**config.mk**
```make
export PLATFORM = sky130hd
export DESIGN_NAME = bless_inject_ctrl
export DESIGN_NICKNAME = d
export VERILOG_FILES = /design/src/rtl/bless_inject_ctrl_pkg.sv /design/src/rtl/inject_fifo.sv /design/src/rtl/bless_inject_ctrl.sv
export SDC_FILE = /design/constraint.sdc
export NUM_CORES = 1
export LEC_CHECK = 0
export ABC_AREA = 1
export CORE_ASPECT_RATIO = 1.1
export CORE_MARGIN = 3
export CORE_UTILIZATION = 30
export DETAILED_ROUTE_END_ITERATION = 8
export GPL_ROUTABILITY_DRIVEN = 0
export PLACE_DENSITY = 0.62
export REMOVE_ABC_BUFFERS = 1
export SLEW_MARGIN = 15
export SYNTH_ARGS = -nofsm -noshare
export SYNTH_HDL_FRONTEND = slang
export SYNTH_HIERARCHICAL = 1
export SYNTH_SLANG_ARGS = --single-unit
```
**constraint.sdc**
```tcl
create_clock -name clk -period 3.3 [get_ports clk]
set_input_delay 0.825 -clock clk [delete_from_list [all_inputs] [get_ports clk]]
set_output_delay 0.825 -clock clk [all_outputs]
set_load 0.02 [all_outputs]
```
**src/rtl/bless_inject_ctrl_pkg.sv**
```systemverilog
// rtl/bless_inject_ctrl_pkg.sv - shared flit layout, port indices and routing helper
package bless_inject_ctrl_pkg;

   localparam int WIDTH_DATA = 32;
   localparam int WIDTH_HDR  = 24;
   localparam int WIDTH_PORT = WIDTH_HDR + WIDTH_DATA;
   localparam int WIDTH_PV   = 5;

   localparam int POS_Y_LSB  = WIDTH_DATA;
   localparam int POS_X_LSB  = POS_Y_LSB + 4;
   localparam int TIME_LSB   = POS_X_LSB + 4;
   localparam int FLITID_LSB = TIME_LSB + 8;
   localparam int PKTID_LSB  = FLITID_LSB + 2;

   localparam int PORT_W     = 0;
   localparam int PORT_E     = 1;
   localparam int PORT_S     = 2;
   localparam int PORT_N     = 3;
   localparam int PORT_LOCAL = 4;

   localparam logic [1:0] ST_IDLE    = 2'd0;
   localparam logic [1:0] ST_INJECT  = 2'd1;
   localparam logic [1:0] ST_BLOCKED = 2'd2;

   typedef struct packed {
      logic [5:0]            pktid;
      logic [1:0]            flitid;
      logic [7:0]            tstamp;
      logic [3:0]            pos_x;
      logic [3:0]            pos_y;
      logic [WIDTH_DATA-1:0] data;
   } flit_t;

   // Dimension-agnostic productive ports: every direction that reduces distance is set.
   function automatic logic [WIDTH_PV-1:0] route_pv(input logic [3:0] px, input logic [3:0] py,
                                                    input logic [3:0] cx, input logic [3:0] cy);
      logic [WIDTH_PV-1:0] pv;
      pv             = '0;
      pv[PORT_E]     = (px > cx);
      pv[PORT_W]     = (px < cx);
      pv[PORT_N]     = (py > cy);
      pv[PORT_S]     = (py < cy);
      pv[PORT_LOCAL] = (px == cx) && (py == cy);
      return pv;
   endfunction

endpackage

```
**src/rtl/inject_fifo.sv**
```systemverilog
// rtl/inject_fifo.sv - local injection FIFO, head readable combinationally
module inject_fifo #(
   parameter int DEPTH = 4,
   parameter int WIDTH = 8
) (
   input  logic             clk,
   input  logic             reset,
   input  logic             i_push,
   input  logic [WIDTH-1:0] i_data,
   input  logic             i_pop,
   output logic [WIDTH-1:0] o_head,
   output logic             o_empty,
   output logic             o_full
);
   localparam int AW = $clog2(DEPTH);

   logic [WIDTH-1:0] r_mem [DEPTH];
   logic [AW-1:0]    r_wr_ptr;
   logic [AW-1:0]    r_rd_ptr;
   logic [AW:0]      r_count;
   logic             w_wr_en;
   logic             w_rd_en;

   assign o_empty = (r_count == '0);
   assign o_full  = (r_count == (AW+1)'(DEPTH));
   assign w_wr_en = i_push & ~o_full;
   assign w_rd_en = i_pop & ~o_empty;
   assign o_head  = r_mem[r_rd_ptr];

   always_ff @(posedge clk) begin
      if (w_wr_en) r_mem[r_wr_ptr] <= i_data;
   end

   // Pointers wrap naturally because DEPTH is a power of two.
   always_ff @(posedge clk or negedge reset) begin
      if (!reset) begin
         r_wr_ptr <= '0;
         r_rd_ptr <= '0;
         r_count  <= '0;
      end else begin
         if (w_wr_en) r_wr_ptr <= r_wr_ptr + 1'b1;
         if (w_rd_en) r_rd_ptr <= r_rd_ptr + 1'b1;
         case ({w_wr_en, w_rd_en})
            2'b10:   r_count <= r_count + 1'b1;
            2'b01:   r_count <= r_count - 1'b1;
            default: r_count <= r_count;
         endcase
      end
   end

endmodule

```
**src/rtl/bless_inject_ctrl.sv**
```systemverilog
// rtl/bless_inject_ctrl.sv - bufferless router local injection with token throttle and starvation flag
module bless_inject_ctrl
   import bless_inject_ctrl_pkg::*;
#(
   parameter int         DEPTH      = 4,
   parameter logic [3:0] X_CUR      = 4'd0,
   parameter logic [3:0] Y_CUR      = 4'd0,
   parameter int         INJ_MAX    = 4,
   parameter int         WINDOW     = 16,
   parameter int         STARVE_LIM = 8
) (
   input  logic                  clk,
   input  logic                  reset,
   input  logic                  coreValid,
   input  logic [WIDTH_PORT-1:0] coreFlit,
   output logic                  coreReady,
   input  logic [3:0]            linkValid,
   input  logic                  throttleEn,
   output logic [WIDTH_PORT-1:0] dinLocal,
   output logic [WIDTH_PV-1:0]   PVLocal,
   output logic                  injValid,
   output logic                  starve
);
   localparam int TOK_W = $clog2(INJ_MAX + 1);
   localparam int WIN_W = (WINDOW > 1) ? $clog2(WINDOW) : 1;
   localparam int STV_W = $clog2(STARVE_LIM + 1);
   localparam logic [TOK_W-1:0] TOK_MAX  = TOK_W'(INJ_MAX);
   localparam logic [WIN_W-1:0] WIN_LAST = WIN_W'(WINDOW - 1);
   localparam logic [STV_W-1:0] STV_MAX  = STV_W'(STARVE_LIM);

   logic                  w_empty;
   logic                  w_full;
   logic                  w_inj;
   logic [WIDTH_PORT-1:0] w_head_raw;
   flit_t                 w_head;
   flit_t                 w_out;
   logic [1:0]            w_state_nxt;
   logic [STV_W-1:0]      w_starve_cnt_nxt;
   logic [7:0]            r_time;
   logic [WIN_W-1:0]      r_win;
   logic [TOK_W-1:0]      r_tokens;
   logic [STV_W-1:0]      r_starve_cnt;
   logic                  r_starve;
   logic [1:0]            r_state;

   inject_fifo #(.DEPTH(DEPTH), .WIDTH(WIDTH_PORT)) u_fifo (
      .clk     (clk),
      .reset   (reset),
      .i_push  (coreValid),
      .i_data  (coreFlit),
      .i_pop   (w_inj),
      .o_head  (w_head_raw),
      .o_empty (w_empty),
      .o_full  (w_full)
   );

   assign w_head    = flit_t'(w_head_raw);
   assign coreReady = ~w_full;
   // A free output slot exists only if fewer than four links carry flits.
   assign w_inj     = ~w_empty & ~(&linkValid) & (~throttleEn | (r_tokens != '0));
   assign injValid  = w_inj;
   assign starve    = r_starve;

   always_comb begin
      w_out = '0;
      if (w_inj) begin
         w_out        = w_head;
         w_out.tstamp = r_time;
      end
   end

   assign dinLocal = w_out;
   assign PVLocal  = w_inj ? route_pv(w_head.pos_x, w_head.pos_y, X_CUR, Y_CUR) : '0;

   always_comb begin
      w_state_nxt = ST_BLOCKED;
      if (w_empty)    w_state_nxt = ST_IDLE;
      else if (w_inj) w_state_nxt = ST_INJECT;
   end

   // A fresh blocked run restarts the count at one.
   always_comb begin
      w_starve_cnt_nxt = '0;
      if (w_state_nxt == ST_BLOCKED) begin
         if (r_state != ST_BLOCKED)        w_starve_cnt_nxt = STV_W'(1);
         else if (r_starve_cnt != STV_MAX) w_starve_cnt_nxt = r_starve_cnt + 1'b1;
         else                              w_starve_cnt_nxt = r_starve_cnt;
      end
   end

   always_ff @(posedge clk or negedge reset) begin
      if (!reset) begin
         r_time       <= '0;
         r_win        <= '0;
         r_tokens     <= TOK_MAX;
         r_starve_cnt <= '0;
         r_starve     <= 1'b0;
         r_state      <= ST_IDLE;
      end else begin
         r_time       <= r_time + 8'd1;
         r_state      <= w_state_nxt;
         r_starve_cnt <= w_starve_cnt_nxt;
         r_starve     <= (w_starve_cnt_nxt >= STV_MAX);
         // Reload wins over a same-edge injection so each window starts full.
         if (r_win == WIN_LAST) begin
            r_win    <= '0;
            r_tokens <= TOK_MAX;
         end else begin
            r_win <= r_win + 1'b1;
            if (w_inj && (r_tokens != '0)) r_tokens <= r_tokens - 1'b1;
         end
      end
   end

endmodule

```
# Word-level counts from Yosys, hierarchy flattened
# Memory sizes are Yosys's and may differ from the RTL's.
# Cells that the tools add are included.
[word_totals]
ff_bits = 29
mem_bits_rw = 224
output_inout_bits = 64
mem_count = 1
[op_classes]
addsub = 8
n_lt_le_gt_ge = 5
n_eq_ne = 7
mux = 13
bitwise_logic = 9
n_reduce_logical = 9
[memory_table]
columns = ["memory", "depth", "width", "rd", "rd_clocked_by_memory_dff", "write_ports", "line_no", "rtl"]
rows = [
  ["u_fifo.r_mem", 4, 56, 1, 0, 1, "inject_fifo.sv:17", "logic [WIDTH-1:0] r_mem [DEPTH];"],
]
[ops]
columns = ["operator", "n"]
rows = [
  ["$mux W56", 1],
  ["$mux W4", 4],
  ["$add A4 B1 Y4 const B", 2],
  ["$add A8 B1 Y8 const B", 1],
  ["$gt A4 B1 Y1 const B", 2],
  ["$logic_not A4 Y1", 2],
  ["$lt A4 B1 Y1 const B", 2],
  ["$mux W3", 2],
  ["$pmux W3 S2", 1],
  ["$sub A3 B1 Y3 const B", 2],
  ["$mux W5", 1],
  ["$add A2 B1 Y2 const B", 2],
  ["$and A1 B1 Y1", 4],
  ["$eq A2 B2 Y1 const B", 2],
  ["$eq A4 B4 Y1 const B", 1],
  ["$ge A4 B4 Y1 const B", 1],
  ["$mux W2", 2],
  ["$ne A4 B4 Y1 const B", 1],
  ["$not A1 Y1", 4],
  ["$reduce_and A4 Y1", 1],
  ["$reduce_bool A2 Y1", 2],
  ["$add A3 B1 Y3 const B", 1],
  ["$eq A3 B3 Y1 const B", 1],
  ["$logic_not A3 Y1", 1],
  ["other kinds (6)", 8],
]

# Longest topological paths before layout
# Gate-level depths: netlist of the first run.
[logic_depth]
depth_word = 9
mapped_depth = 15
ltp_nobuf = 15

# By module
# The synthesis of the first run kept the hierarchy.
[by_module_without_submodules]
columns = ["mod", "n_inst", "cells_each", "area_per_inst_um2"]
rows = [
  ["inject_fifo", 1, 715, 9889.5],
  ["bless_inject_ctrl", 1, 236, 1620.3],
]

# Worst setup path before layout of the first run
# Ideal clock, no wire load.
[synth_timing]
kind = "input to register"
from = "in coreValid"
to = "mem u_fifo/r_mem[0][0] (netlist bit) (enable)"
setup_time_ns = 0.470
arrival_ns = 3.321
required_ns = 2.830
path_slack_ns = -0.491
path_stages = 2
n_path_buf = 0
path_cell_list = "nand2_1 nor2_1"
[synth_via]
elab_chain_cells = 3
[synth_lines]
columns = ["item", "line_no", "rtl"]
rows = [
  ["start: declaration", "bless_inject_ctrl.sv:14", "input logic coreValid,"],
  ["$and A1 B1 Y1", "inject_fifo.sv:26", "assign w_wr_en = i_push & ~o_full;"],
  ["$mux W1", "inject_fifo.sv:31", "if (w_wr_en) r_mem[r_wr_ptr] <= i_data;"],
  ["$mux W1 (not written as such)", "inject_fifo.sv:31", ""],
  ["end: declaration", "inject_fifo.sv:17", ""],
]
# No other way between the ends.

# Final worst setup path of the first run
[layout_timing]
from = "in linkValid[0]"
to = "out dinLocal[29]"
[layout_via]
elab_chain_cells = 5
[layout_lines]
columns = ["item", "line_no", "rtl"]
rows = [
  ["start: declaration", "bless_inject_ctrl.sv:17", "input logic [3:0] linkValid,"],
  ["$reduce_and A4 Y1", "bless_inject_ctrl.sv:60", "assign w_inj = ~w_empty & ~(&linkValid) & (~throttleEn | (r_tokens != '0));"],
  ["$not A1 Y1", "bless_inject_ctrl.sv:60", ""],
  ["$and A1 B1 Y1 (2 in series)", "bless_inject_ctrl.sv:60", ""],
  ["$mux W56", "bless_inject_ctrl.sv:66", "if (w_inj) begin"],
  ["end: declaration", "bless_inject_ctrl.sv:19", "output logic [WIDTH_PORT-1:0] dinLocal,"],
]
# No other way between the ends.

==> results of run 1 <==
registers in the layout (all words and copies together), names as in the netlist:
| signal | count |
|---|---|
| r_starve_cnt | 4 |
| r_state | 2 |
| r_time | 8 |
| r_tokens | 3 |
| r_win | 4 |
| starve | 1 |
| u_fifo/r_count | 3 |
| u_fifo/r_mem | 192 |
| u_fifo/r_rd_ptr | 2 |
| u_fifo/r_wr_ptr | 2 |
through the flow:
stage               hold WS [ns]  power (W)  instances  area, um2  worst slack [ns]
global placement           0.455    0.00936       1391      11800            -0.245
detailed placement         0.469    0.00944       1391      11800            -0.294
global route               0.491     0.0125       1443      12600          0.000116
finish                     0.477     0.0117       1443      12600             0.101
floorplan                  0.437    0.00715        819       9770            -0.634
CTS                        0.477     0.0119       1440      12600           0.00757
cells in the final DEF (no fill, tap or decap), types with 3 or more instances in the layout:
cell type,count
dfrtp_1,26
nor2_4,14
ha_1,11
nand2_2,23
edfxtp_1,192
clkdlybuf4s50_1,58
nand2_1,159
inv_1,181
nand3_1,21
nor2_1,57
o211ai_2,59
nand4_1,5
clkbuf_16,28
buf_12,10
o211ai_1,37
dlygate4sd2_1,30
buf_4,12
clkbuf_1,6
clkinv_2,7
o21ai_0,3
inv_2,3
clkinv_4,3
xor2_1,7
clkbuf_2,28
worst max-delay path by stage:
stage | endpoint | slack (ns) | cells past startpoint
finish | dinLocal[29] | 0.10 | 8
global route | dinLocal[17] | 0.0001 | 8
detailed placement | PVLocal[4] | -0.29 | 9
CTS | dinLocal[35] | 0.008 | 9
floorplan | PVLocal[4] | -0.63 | 8
global placement | dinLocal[29] | -0.25 | 8
what timing repair did:
item                                    CTS  global route
setup buffers                             0             2
hold buffers                              0             0
resized for setup                        66            61
endpoints found under the setup margin   59            49
cloned                                    1             1
final cells by class:
class                   instances  share of cell area
flip-flops and latches        221               0.517
clock inverters                12             0.00567
inverters                     187              0.0582
clock buffers                  36              0.0597
well taps                     432              0.0430
repair buffers                143               0.108
repair inverters                1            0.000697
multi-input cells             411               0.208
layer usage:
| layer | vias up | wire, um |
|---|---|---|
| met5 | - | 20 |
| met4 | 2 | 346 |
| met3 | 30 | 1150 |
| met2 | 111 | 9890 |
| met1 | 2878 | 9150 |
| li1 | 3089 | - |
worst reg2reg max path, stage by stage, from the launching register on:
cell     delay [ns]
dfrtp_1        0.36
inv_2          0.06
nand3_1        0.17
inv_1          0.14
nor3_4         0.23
buf_4          0.17
nand2_1        0.11
inv_1          0.09
ha_1           0.16
inv_1          0.06
fa_1           0.38
nand2_1        0.10
nand3_1        0.07
nand2_1        0.06
nand2_1        0.05
where the power goes:
group	internal, W	switching (W)
Sequential	0.00364	0.000157
Combinational	0.00185	0.00336
Clock	0.00159	0.00107
==> impl_metrics.toml, run 1 <==
[global_route]
grt_pass1_wl_mm = 32.1
met2_usage = 0.194
grt.total_usage = 0.111
grt_max_degree = 51
grt_overflow = 0
antenna_found_initial = 1
first_global_vias = 6088
gr-usage-met3 = 0.0269
busiest_layer = "met2"
met1_usage = 0.139

[timing]
period_minus_slack_ns = 3.20
slew_viol_final = 0
clock_skew_ns = 0.0153
fmax_mhz = 313
fin_crit_sh = 0.969
worstMarginPinSlew_ns = 0.610
setup_tns_ns = 0
setup_viol = 0
slew_headroom = 0.589
rsz0062_at_grt = "false"
hold_viol = 0

[critical_path]
path_class = "in2out"
crit_start = "linkValid[0]"
max_stage_delay_ns = 0.41
crit_family = "buffers and inverters"
r2r_end = "u_fifo/r_count[2]$_DFFE_PN0P_"
path_buf_inv = 4
slowest_stage = "clkdlybuf4s50_1"
end_kind = "output port"
critPathMaxFanout = 20
worstPathRequired_ns = 2.47
cp_cell_sequence = "clkdlybuf4s50_1, nand2_1, nor2_2, nor3_4, clkinv_2, buf_6, nor2_1, dlygate4sd2_1"
r2r_slack_ns = 0.96
start_kind = "input pin"
arrival_ns = 2.37
timing.rr.start = "u_fifo/r_count[1]$_DFFE_PN0P_"
r2r.worst_path.cells = 14

[job]
maxCapViolations = 0

[die]
die-area_um2 = 36300
die_h_um = 199
fp-row-count = 70
io_pins = 128
start_util = 0.306
die_w_um = 182
design.core.area_um2 = 33400

[power]
ir_worst_vdd_v = 0.000582
cellPowerDensity_nw_per_um2 = 928
p_leak_nw = 5.34

[finish]
multi_input_area_um2 = 2610
area_growth_pct = 23.1
seq_area_um2 = 6500
final_util = 0.377
antennaDiodeCount = 0
drive_above_1_share = 0.205
nFillCells = 3212
final_nets = 1067

[yosys]
synthesis.area_um2 = 10200
syn_inst = 863
yosysWarnings = 6
avgSynthCellArea_um2 = 11.8

[routing]
drtPass1Iterations = 4
wire_per_inst_um = 14.2
routed-via-count = 6110
wl_mm = 20.5
drcViolationCount = 0
via_per_inst = 4.23
final_antenna_net_count = 0
initialDrtViolationCount = 305

[clock_tree]
cts-root-buf = "clkbuf_16"
cts_tree = "done"
cts_made_buffers = 26
clk_pin_slew_ns = 0.06
cts_htree_levels = 1
cts_buffer_depth = 3
cts_sinks = 221
clock_latency_ns = 0.51

[hold_path]
worstHoldPathType = "reg2reg"
hold_depth = 1
min_from = "r_time[0]$_DFF_PN0_"
hold_path_end = "r_time[0]$_DFF_PN0_"

[place]
hpwl_mm = 12.3
io_buffers = 117

[outcome]
outcome = "complete, no violations"
No activity file was read; power rests on OpenSTA's default activity.
==> inputs of run 2 (changes only) <==
- ABC_CLOCK_PERIOD_IN_PS: unset -> 3300
- CORE_UTILIZATION: 30 -> 52
- PLACE_DENSITY: 0.62 -> 0.9
==> impl_metrics.toml, run 2 (synthesis gave the netlist of run 1 again) <==
[routing]
drcViolationCount = 0
via_per_inst = 4.93
wire_per_inst_um = 15.4
final_antenna_net_count = 0
routed-via-count = 6176
wl_mm = 19.3
drtPass1Iterations = 4
initialDrtViolationCount = 286

[critical_path]
critPathMaxFanout = 24
cp_cell_sequence = "clkdlybuf4s50_1, nand2_1, nor2_2, nor3_4, inv_2, buf_12, nor2_1, dlygate4sd2_1"
path_class = "in2out"
worstPathRequired_ns = 2.47
r2r.worst_path.cells = 14
start_kind = "input pin"
max_stage_delay_ns = 0.40
crit_start = "linkValid[0]"
end_kind = "output port"
slowest_stage = "clkdlybuf4s50_1"
arrival_ns = 2.35
timing.rr.start = "u_fifo/r_count[0]$_DFFE_PN0P_"

[clock_tree]
cts_htree_levels = 1
ctsHoldBuffers = 0
cts-root-buf = "clkbuf_16"
cts_tree = "done"
clk_pin_slew_ns = 0.06
cts_buffer_depth = 3
cts_sinks = 221
cts_made_buffers = 22
clock_latency_ns = 0.49

[place]
placed_area_um2 = 11500
io_buffers = 117
hpwl_mm = 12.4
pre_cts_slack_ns = -0.174

[global_route]
grt.total_usage = 0.180
grt_pass1_wl_mm = 31.1
grt_max_degree = 45
grt_overflow = 0
antenna_found_initial = 1
first_global_vias = 6341

[finish]
top_regs = "u_fifo/r_mem (192), r_time (8)"
postLayoutCellArea_um2 = 12200
final_nets = 1067
antennaDiodeCount = 0
multi_input_area_um2 = 2600
largest_reg_flops = 192
final_common_cell = "edfxtp_1"
area_growth_pct = 19.9
drive_above_1_share = 0.171
largest_register = "u_fifo/r_mem"
seq_area_um2 = 6500
mostFrequentLayoutCells = "edfxtp_1 (192), inv_1 (181), nand2_1 (159)"
nFillCells = 1408

[die]
fp-row-count = 53
io_pins = 128
start_util = 0.533
die_w_um = 140
design.core.area_um2 = 19200
die-area_um2 = 21400
die_h_um = 153

[timing]
rsz0062_at_grt = "false"
fin_crit_sh = 0.964
hold_viol = 0
setup_viol = 0
period_minus_slack_ns = 3.18
slew_headroom = 0.492
clock_skew_ns = 0.0120
worstMarginPinSlew_ns = 0.759
holdWs_ns = 0.477
slew_viol_final = 0
layout_setup_ws_ns = 0.120
fmax_mhz = 315

[outcome]
outcome = "complete, no violations"

[hold_path]
min_from = "r_time[7]$_DFF_PN0_"
worstHoldPathType = "reg2reg"
hold_depth = 2

[power]
cellPowerDensity_nw_per_um2 = 920
ir_worst_vdd_v = 0.000620
p_leak_nw = 5.32

[job]
maxCapViolations = 0
## run 2: final cells by class
| type | instances | share of cell area |
|---|---|---|
| flip-flops and latches | 221 | 0.531 |
| inverters | 187 | 0.0601 |
| clock buffers | 33 | 0.0534 |
| clock inverters | 6 | 0.00266 |
| well taps | 247 | 0.0253 |
| multi-input cells | 411 | 0.212 |
| repair inverters | 1 | 0.000716 |
| repair buffers | 147 | 0.115 |
## run 2: where the power goes
group / switching (W) / internal, W / total (W) / leakage (nW)
clock network: 0.000962 / 0.00137 / 0.00233 / 0.338
registers: 0.000172 / 0.00364 / 0.00381 / 2.11
logic: 0.00326 / 0.00186 / 0.00512 / 2.86
total: 0.00440 / 0.00686 / 0.0113 / 5.32
## run 2: stage by stage
stage | cells | utilization | total power (W) | TNS, ns
after floorplan | 819 | - | 0.00715 | -34.19
after CTS | 1253 | 0.639 | 0.0114 | 0
after detailed placement | 1211 | 0.602 | 0.00926 | -5.25
after global placement | 1211 | 0.602 | 0.00907 | -3.14
after global routing | 1253 | 0.639 | 0.0120 | 0
final | 1253 | 0.639 | 0.0113 | 0
## run 2: final timing paths
kind	to	slack, ns
setup reg to reg	u_fifo/r_count[2]$_DFFE_PN0P_	0.97
hold reg to reg	r_time[7]$_DFF_PN0_	0.48
min in group asynchronous	u_fifo/r_rd_ptr[1]$_DFFE_PN0P_	0.78
hold / removal	r_time[7]$_DFF_PN0_	0.48
max in group asynchronous	r_tokens[2]$_DFFE_PN1P_	1.81
setup / recovery	dinLocal[24]	0.12
## run 2: layer usage
metal,track usage,share of wire
met2,0.322,0.52
met1,0.221,0.41
met3,0.0369,0.050
met5,0,0.00067
met4,0.0498,0.017
## run 2: critical path, delay by kind of cell
family / cells / cell delay (ns)
buffers and inverters: 4 / 1.03
and+or+nand+nor: 4 / 0.47
## run 2: repair_timing
action / 4_1_cts / 5_1_grt
pin swaps: 0 / 0
endpoints found under the setup margin: 59 / 1
resized for setup: 68 / 1
setup buffers: 1 / 0
gates cloned: 2 / 0
